File: src/rtl/audio_stream_ctrl.sv
// audio_stream_ctrl
//   Moves stereo pairs from the codec read port through one shared sample
//   engine (left then right, start/done handshake) into a show-ahead output
//   FIFO, and drains that FIFO to the codec write port.
//
// Ports
//   CLOCK_50, reset                  : clock, synchronous active-high reset
//   bypass                           : 1 = raw samples skip the engine
//   read_ready, readdata_left/right  : codec input side
//   read                             : one-cycle pop strobe to codec input
//   write_ready, write               : codec output handshake
//   writedata_left/right             : FIFO head pair
//   eng_start, eng_ch, eng_in        : engine request (ch 0 = L, 1 = R)
//   eng_done, eng_out                : engine result
//   fifo_count                       : pairs buffered
//   timeout_err                      : sticky engine timeout flag
//   underrun_cnt                     : only with AUDIO_STREAM_UNDERRUN_CNT_EN
//
// Optional build macro: AUDIO_STREAM_UNDERRUN_CNT_EN adds underrun_cnt, a
// saturating count of write_ready rising edges seen while the FIFO is empty.
module audio_stream_ctrl #(
  parameter int DW      = 24,
  parameter int DEPTH   = 8,
  parameter int TIMEOUT = 255
) (
  input  logic                     CLOCK_50,
  input  logic                     reset,
  input  logic                     bypass,
  input  logic                     read_ready,
  input  logic [DW-1:0]            readdata_left,
  input  logic [DW-1:0]            readdata_right,
  output logic                     read,
  input  logic                     write_ready,
  output logic                     write,
  output logic [DW-1:0]            writedata_left,
  output logic [DW-1:0]            writedata_right,
  output logic                     eng_start,
  output logic                     eng_ch,
  output logic [DW-1:0]            eng_in,
  input  logic                     eng_done,
  input  logic [DW-1:0]            eng_out,
  output logic [$clog2(DEPTH):0]   fifo_count,
`ifdef AUDIO_STREAM_UNDERRUN_CNT_EN
  output logic [15:0]              underrun_cnt,
`endif
  output logic                     timeout_err
);

  localparam int AW = $clog2(DEPTH);
  localparam int CW = AW + 1;
  localparam int TW = (TIMEOUT < 1) ? 1 : $clog2(TIMEOUT + 1);

  localparam logic [2:0] S_IDLE   = 3'd0;
  localparam logic [2:0] S_CAP    = 3'd1;
  localparam logic [2:0] S_WAIT_L = 3'd2;
  localparam logic [2:0] S_WAIT_R = 3'd3;
  localparam logic [2:0] S_PUSH   = 3'd4;

  logic [2:0]      state_q, state_d;
  logic [DW-1:0]   cap_l_q, cap_l_d, cap_r_q, cap_r_d;
  logic [DW-1:0]   res_l_q, res_l_d, res_r_q, res_r_d;
  logic            start_q, start_d;
  logic            ch_q, ch_d;
  logic [DW-1:0]   ein_q, ein_d;
  logic [TW-1:0]   cnt_q, cnt_d;
  logic            err_q, err_d;

  logic [2*DW-1:0] mem [DEPTH];
  logic [AW-1:0]   wr_ptr_q, wr_ptr_d, rd_ptr_q, rd_ptr_d;
  logic [CW-1:0]   count_q, count_d, avail;
  logic [2*DW-1:0] head_q, head_d;

  logic full, empty, rd_go, push, pop, done_v, tmo;

  assign full   = (count_q == CW'(DEPTH));
  assign empty  = (count_q == '0);
  // Gated with reset so every output reads 0 while reset is held.
  assign rd_go  = (state_q == S_IDLE) && read_ready && !full && !reset;
  assign pop    = write_ready && !empty && !reset;
  assign push   = (state_q == S_PUSH);
  // A done coinciding with our own start belongs to an earlier request.
  assign done_v = eng_done && !start_q;
  assign tmo    = (cnt_q == TW'(TIMEOUT));

  assign read            = rd_go;
  assign write           = pop;
  assign writedata_left  = head_q[2*DW-1:DW];
  assign writedata_right = head_q[DW-1:0];
  assign eng_start       = start_q;
  assign eng_ch          = ch_q;
  assign eng_in          = ein_q;
  assign fifo_count      = count_q;
  assign timeout_err     = err_q;

  always_comb begin
    state_d = state_q;
    cap_l_d = cap_l_q;
    cap_r_d = cap_r_q;
    res_l_d = res_l_q;
    res_r_d = res_r_q;
    start_d = 1'b0;
    ch_d    = ch_q;
    ein_d   = ein_q;
    cnt_d   = cnt_q;
    err_d   = err_q;
    case (state_q)
      S_IDLE: begin
        if (rd_go) begin
          cap_l_d = readdata_left;
          cap_r_d = readdata_right;
          state_d = S_CAP;
        end
      end
      S_CAP: begin
        if (bypass) begin
          res_l_d = cap_l_q;
          res_r_d = cap_r_q;
          state_d = S_PUSH;
        end else begin
          start_d = 1'b1;
          ch_d    = 1'b0;
          ein_d   = cap_l_q;
          cnt_d   = '0;
          state_d = S_WAIT_L;
        end
      end
      S_WAIT_L: begin
        if (done_v || tmo) begin
          // On timeout the raw sample stands in for the missing result.
          res_l_d = done_v ? eng_out : cap_l_q;
          err_d   = err_q | !done_v;
          start_d = 1'b1;
          ch_d    = 1'b1;
          ein_d   = cap_r_q;
          cnt_d   = '0;
          state_d = S_WAIT_R;
        end else begin
          cnt_d = cnt_q + 1'b1;
        end
      end
      S_WAIT_R: begin
        if (done_v || tmo) begin
          res_r_d = done_v ? eng_out : cap_r_q;
          err_d   = err_q | !done_v;
          state_d = S_PUSH;
        end else begin
          cnt_d = cnt_q + 1'b1;
        end
      end
      S_PUSH:  state_d = S_IDLE;
      default: state_d = S_IDLE;
    endcase
  end

  always_comb begin
    wr_ptr_d = push ? wr_ptr_q + 1'b1 : wr_ptr_q;
    rd_ptr_d = pop  ? rd_ptr_q + 1'b1 : rd_ptr_q;
    avail    = count_q - CW'(pop);
    count_d  = avail + CW'(push);
    head_d   = head_q;
    // Show-ahead head: the pair being pushed becomes the head when nothing
    // older remains; otherwise the entry at the next read pointer.
    if (push && (avail == '0)) begin
      head_d = {res_l_q, res_r_q};
    end else if (avail != '0) begin
      head_d = mem[rd_ptr_d];
    end
  end

  always_ff @(posedge CLOCK_50) begin
    if (push) begin
      mem[wr_ptr_q] <= {res_l_q, res_r_q};
    end
  end

  always_ff @(posedge CLOCK_50) begin
    if (reset) begin
      state_q  <= S_IDLE;
      cap_l_q  <= '0;
      cap_r_q  <= '0;
      res_l_q  <= '0;
      res_r_q  <= '0;
      start_q  <= 1'b0;
      ch_q     <= 1'b0;
      ein_q    <= '0;
      cnt_q    <= '0;
      err_q    <= 1'b0;
      wr_ptr_q <= '0;
      rd_ptr_q <= '0;
      count_q  <= '0;
      head_q   <= '0;
    end else begin
      state_q  <= state_d;
      cap_l_q  <= cap_l_d;
      cap_r_q  <= cap_r_d;
      res_l_q  <= res_l_d;
      res_r_q  <= res_r_d;
      start_q  <= start_d;
      ch_q     <= ch_d;
      ein_q    <= ein_d;
      cnt_q    <= cnt_d;
      err_q    <= err_d;
      wr_ptr_q <= wr_ptr_d;
      rd_ptr_q <= rd_ptr_d;
      count_q  <= count_d;
      head_q   <= head_d;
    end
  end

`ifdef AUDIO_STREAM_UNDERRUN_CNT_EN
  logic        wr_prev_q;
  logic [15:0] urun_q, urun_d;

  always_comb begin
    urun_d = urun_q;
    if (write_ready && !wr_prev_q && empty && (urun_q != 16'hFFFF)) begin
      urun_d = urun_q + 16'd1;
    end
  end

  // wr_prev_q tracks write_ready through reset so a level already high at
  // reset release is not mistaken for a rising edge.
  always_ff @(posedge CLOCK_50) begin
    wr_prev_q <= write_ready;
    if (reset) begin
      urun_q <= '0;
    end else begin
      urun_q <= urun_d;
    end
  end

  assign underrun_cnt = urun_q;
`endif

endmodule
File: config.mk
export PLATFORM = sky130hd
export DESIGN_NAME = audio_stream_ctrl
export DESIGN_NICKNAME = d
export VERILOG_FILES = /design/src/rtl/audio_stream_ctrl.sv
export SDC_FILE = /design/constraint.sdc
export NUM_CORES = 1
export LEC_CHECK = 0
export ABC_AREA = 1
export CAP_MARGIN = 20
export CELL_PAD_IN_SITES_DETAIL_PLACEMENT = 0
export CELL_PAD_IN_SITES_GLOBAL_PLACEMENT = 1
export CORE_MARGIN = 2
export CORE_UTILIZATION = 46
export DETAILED_ROUTE_END_ITERATION = 16
export PLACE_DENSITY = 0.81
export SYNTH_ARGS = -nofsm -noshare
export SYNTH_HDL_FRONTEND = slang
export SYNTH_SLANG_ARGS = --single-unit
File: constraint.sdc
create_clock -name CLOCK_50 -period 4.1 [get_ports CLOCK_50]
set_input_delay 0.82 -clock CLOCK_50 [delete_from_list [all_inputs] [get_ports CLOCK_50]]
set_output_delay 0.82 -clock CLOCK_50 [all_outputs]
set_load 0.01 [all_outputs]
# == After elaboration in Yosys (flattened, before gate mapping) ==
# Memories as Yosys holds them, arrays and structs flattened.
# Cells that the tools add are included.
# classes
addsub,5
n_eq_ne,12
n_mux,31
bitwise_logic,1
reduce_logical,29
# ops
op,count
$mux W24,8
$pmux W24 S2,3
$mux W48,2
$mux W8,3
$pmux W8 S3,1
$mux W3,5
$reduce_and A3 Y1,5
$ne A2 B2 Y1 const B,6
$pmux W3 S4,1
$add A8 B1 Y8 const B,1
$eq A8 B8 Y1 const B,1
$logic_not A4 Y1,2
$logic_and A1 B1 Y1,7
$add A3 B1 Y3 const B,2
$eq A3 B2 Y1 const B,2
$mux W1,6
$reduce_bool A2 Y1,3
$logic_not A1 Y1,5
$add A4 B1 Y4,1
$eq A4 B4 Y1 const B,1
$pmux W1 S2,2
$reduce_and A2 Y1,2
$reduce_bool A4 Y1,1
$sub A4 B1 Y4,1
other kinds (7),7
# totals
register_bits,192
ramBits,384
in_bits,78
out_inout_bits,81
n_memories,1
# memory_table
name,words,width,rd,rd_clocked_by_memory_dff,write_ports,line_no,text
mem,8,48,1,0,1,68,logic [2*DW-1:0] mem [DEPTH];

# == Longest topological paths before layout ==
# depth
ltp_word,8
depth_mapped,16

# == Worst setup path after synthesis ==
# OpenSTA, ideal clock, no wires.
# synth_timing
kind,flip-flop to flip-flop
from,reg state_q[0]
to,"mem mem[0][0] (netlist name), enable pin"
setup_time_ns,0.454
arrival_ns,3.289
path_slack_ns,0.357
stages_incl_launch_ff,5
path_buffers,1
period_less_slack_ns,3.743
cell_sequence,dfxtp_1 > nor3_1 > clkbuf_1 > nand2_1 > nor2_1
# synth_between
elab_chain_cells,3
# synth_lines
item,line_no,text
start: declaration,59,"logic [2:0] state_q, state_d;"
start signal: assignment,193,state_q <= state_d;
$eq A3 B3 Y1,80,assign push = (state_q == S_PUSH);
$mux W1,171,if (push) begin
$mux W1 (not written as such),172,"mem[wr_ptr_q] <= {res_l_q, res_r_q};"
end: declaration,68,
# Every way passes these cells.

# == Worst setup path in the final report ==
# layout_timing
from,in read_ready
to,out read
# layout_between
elab_chain_cells,3
# layout_lines
item,line_no,text
start: declaration,29,"input logic read_ready,"
$logic_and A1 B1 Y1 (3 in a row),78,assign rd_go = (state_q == S_IDLE) && read_ready && !full && !reset;
end: declaration,32,"output logic read,"
# Every way passes these cells.

==> results.yml <==
synthesis:
  syn_inst: 2760
  synth.cell_area_mm2: 0.02509
  synth_fa_ha_area_share_pct: 0.3491
  syn_avg_cell_area_um2: 9.091
  ys_types: 33
  syn_nets: 2845
  synth_top_family_by_area: "simple AND/OR/NAND/NOR gates"
  yosysSeqAreaShare_pct: 61.27
  synth-simple-area-share_pct: 21.14
  synth.area.top_cells: "edfxtp_1 (46%), dfxtp_1 (15%), nand3_1 (12%), inv_1 (7.5%), nand2_1 (6.1%)"
  synth_xor_area_share_pct: 0.1047
  yosys.area.top_type: "edfxtp_1"
  synth_top_cell_area_share_pct: 45.96
  synth-seq-cells: 576
  yosys_warnings: 0
  synthMuxAreaShare_pct: 0
  synth_compound_area_share_pct: 6.418
setup_path:
  cp-start-kind: "input pin"
  crit_chain: "clkdlybuf4s50_1 -> nand2_1 -> a311oi_4 -> clkdlybuf4s50_1"
  worstSetupEndpointType: "output port"
  cp-startpoint: "read_ready"
  r2r-start: "fifo_count[3]$_SDFF_PP0_"
  worstSetupPathType: "in -> out"
  path_buf_inv: 2
  crit_top_cell: "clkdlybuf4s50_1"
  path_delay_family: "buffers and inverters"
  slowest_stage: "clkdlybuf4s50_1"
  cp_max_fo: 2
  cp.arrival_ns: 2.51
  slowest_delay_ns: 0.63
  cp_data_required_time_ns: 3.28
detailed_routing:
  wl_met3_mm: 6.303
  drt_first_pass_iters: 7
  wl_per_cell_um: 19.75
  drt_iter0_markers: 1795
  wl_met1_mm: 30.30
  vias_per_cell: 5.380
  dr_total_vias: 19405
  topRoutingLayerUsed: "met5"
  wl_mm: 71.22
  ant_nets: 0
  wl_met2_mm: 32.87
  drcViolationCount: 0
timing:
  finalSetupViolCount: 0
  final_max_slew_viol_count: 0
  hold_violations: 0
  grt_setup_unrepaired: "no"
  setup-tns-final_ns: 0
  maxClockFrequency_mhz: 300.0
  fin_skew_ns: 0.01498
  min_period_ns: 3.334
  setup_ws_ns: 0.7663
  worst-slew-pin-transition_ns: 1.080
  fin_crit_sh_pct: 81.31
  relSlewSlack_pct: 28.01
global_route:
  first_global_vias: 18548
  grt_max_degree: 117
  grt_first_pass_wirelength_mm: 109.7
  grt_overflow: 0
  antenna_found_initial: 1
  track_usage_pct: 25.33
place:
  dpl.hpwl_mm: 41.88
  gp_congestion: 0.8483
  pre_cts_slack_ns: 0.5471
  numPortBuffers: 158
clock_tree:
  h-tree-depth: 2
  numCtsBuffers: 58
  postCtsSetupBuffers: 0
  cts_hold_buf: 0
  clk_path_buf_depth: 3
  clkTransAtPathRegs_ns: 0.06
  cts_resized: 0
  cts-root-buf: "clkbuf_16"
  clkSinkCount: 576
  clk_latency_ns: 0.61
  cts_tree: "done"
pwr:
  p_leak_nw: 12.27
  ir_drop_mv: 1.100
  p_per_area_mw_per_mm2: 741.1
layout:
  multiInputGateArea_mm2: 0.007143
  layout_common_cells: "nand3_1 (591), inv_1 (503), nand2_1 (409), edfxtp_1 (384), o21ai_0 (211)"
  regArea_mm2: 0.01537
  layout_commonest_cell: "nand3_1"
  area_growth_pct: 17.67
  drive_gt1_share_pct: 6.390
  antenna_cells: 0
  nets: 2947
  fillers: 4717
run_status:
  status: "completed"
floorplan:
  die_h_um: 237.6
  die_area_mm2: 0.05643
  start_util_pct: 46.53
  dieWidth_um: 237.6
  core-area_mm2: 0.05392
  fp-row-count: 85
  io-pin-count: 159
hold_path:
  hold_path_class: "reg -> reg"
  holdCritStartpoint: "timeout_err$_SDFFE_PP0P_"
run:
  maxCapViolCount: 0
-- cell usage after synthesis (all sizes together) --
cell type  instances
nor3               5
o21bai             1
a311oi             1
buf               84
clkbuf            85
a21oi             61
ha                 7
nand2            416
xor2               3
nor2             176
o21ai            214
or2                2
dfxtp            192
nand3            593
clkinv             1
o22ai              1
a31oi              1
o31ai             24
edfxtp           384
inv              509
-- sequential cells by signal (all words and copies together), names as in the netlist, 4 cells and up --
signal and flops:
mem 384, head_q 48, cap_l_q 24, cap_r_q 24, eng_in 24, res_l_q 24, res_r_q 24, cnt_q 8
fifo_count 4
-- cells by family (layout without fill, tap and decap cells) --
group	Yosys count	count (layout)
fa+ha+maj	7	7
flops	576	576
compound gates	303	303
simple gates	1192	1192
buf+inv	679	830
xor+xnor	3	3
-- routing by layer --
layer	track usage, %	vias up
met5	0	-
met4	7.909	2
met3	4.622	119
met2	41.20	842
met1	34.60	9202
li1	-	9240
-- final timing paths --
path / end / slack (ns) / cells past startpoint
setup / recovery: read / 0.77 / 4
hold reg to reg: timeout_err$_SDFFE_PP0P_ / 0.48 / 2
hold / removal: timeout_err$_SDFFE_PP0P_ / 0.48 / 2
setup reg to reg: head_q[28]$_SDFFE_PP0P_ / 1.23 / 15
-- per-stage QoR --
step	power, mW	hold WS (ns)	instance area (um2)	utilization, %	instances
floorplan	13.09	0.4522	25090	-	2760
global placement	16.05	0.4588	27480	50.96	3498
detailed placement	16.27	0.4698	27480	50.96	3498
CTS	21.90	0.4850	29530	54.76	3607
global route	23.09	0.5050	29530	54.76	3607
finish	21.88	0.4786	29530	54.76	3607
-- worst reg2reg max path, delay by kind of cell, from the launching register on --
family	cells	cell delay [ns]
compound gates	2	0.26
xor+xnor	1	0.18
fa+ha+maj	2	0.39
buf+inv	4	0.71
flops	1	0.42
simple gates	6	0.83
-- area by class of cell --
class | count | area share (%)
flip-flops and latches | 576 | 52.07
multi-input cells | 1505 | 24.19
repair buffers | 211 | 7.365
inverters | 510 | 6.488
clock buffers | 78 | 5.581
well taps | 696 | 2.949
clock inverters | 31 | 1.352
-- where the power goes --
part / internal (mW) / switching [mW]
Combinational: 2.63 / 5.63
Sequential: 7.19 / 0.795
Clock: 3.38 / 2.25
No activity file was read; power rests on OpenSTA's default activity.
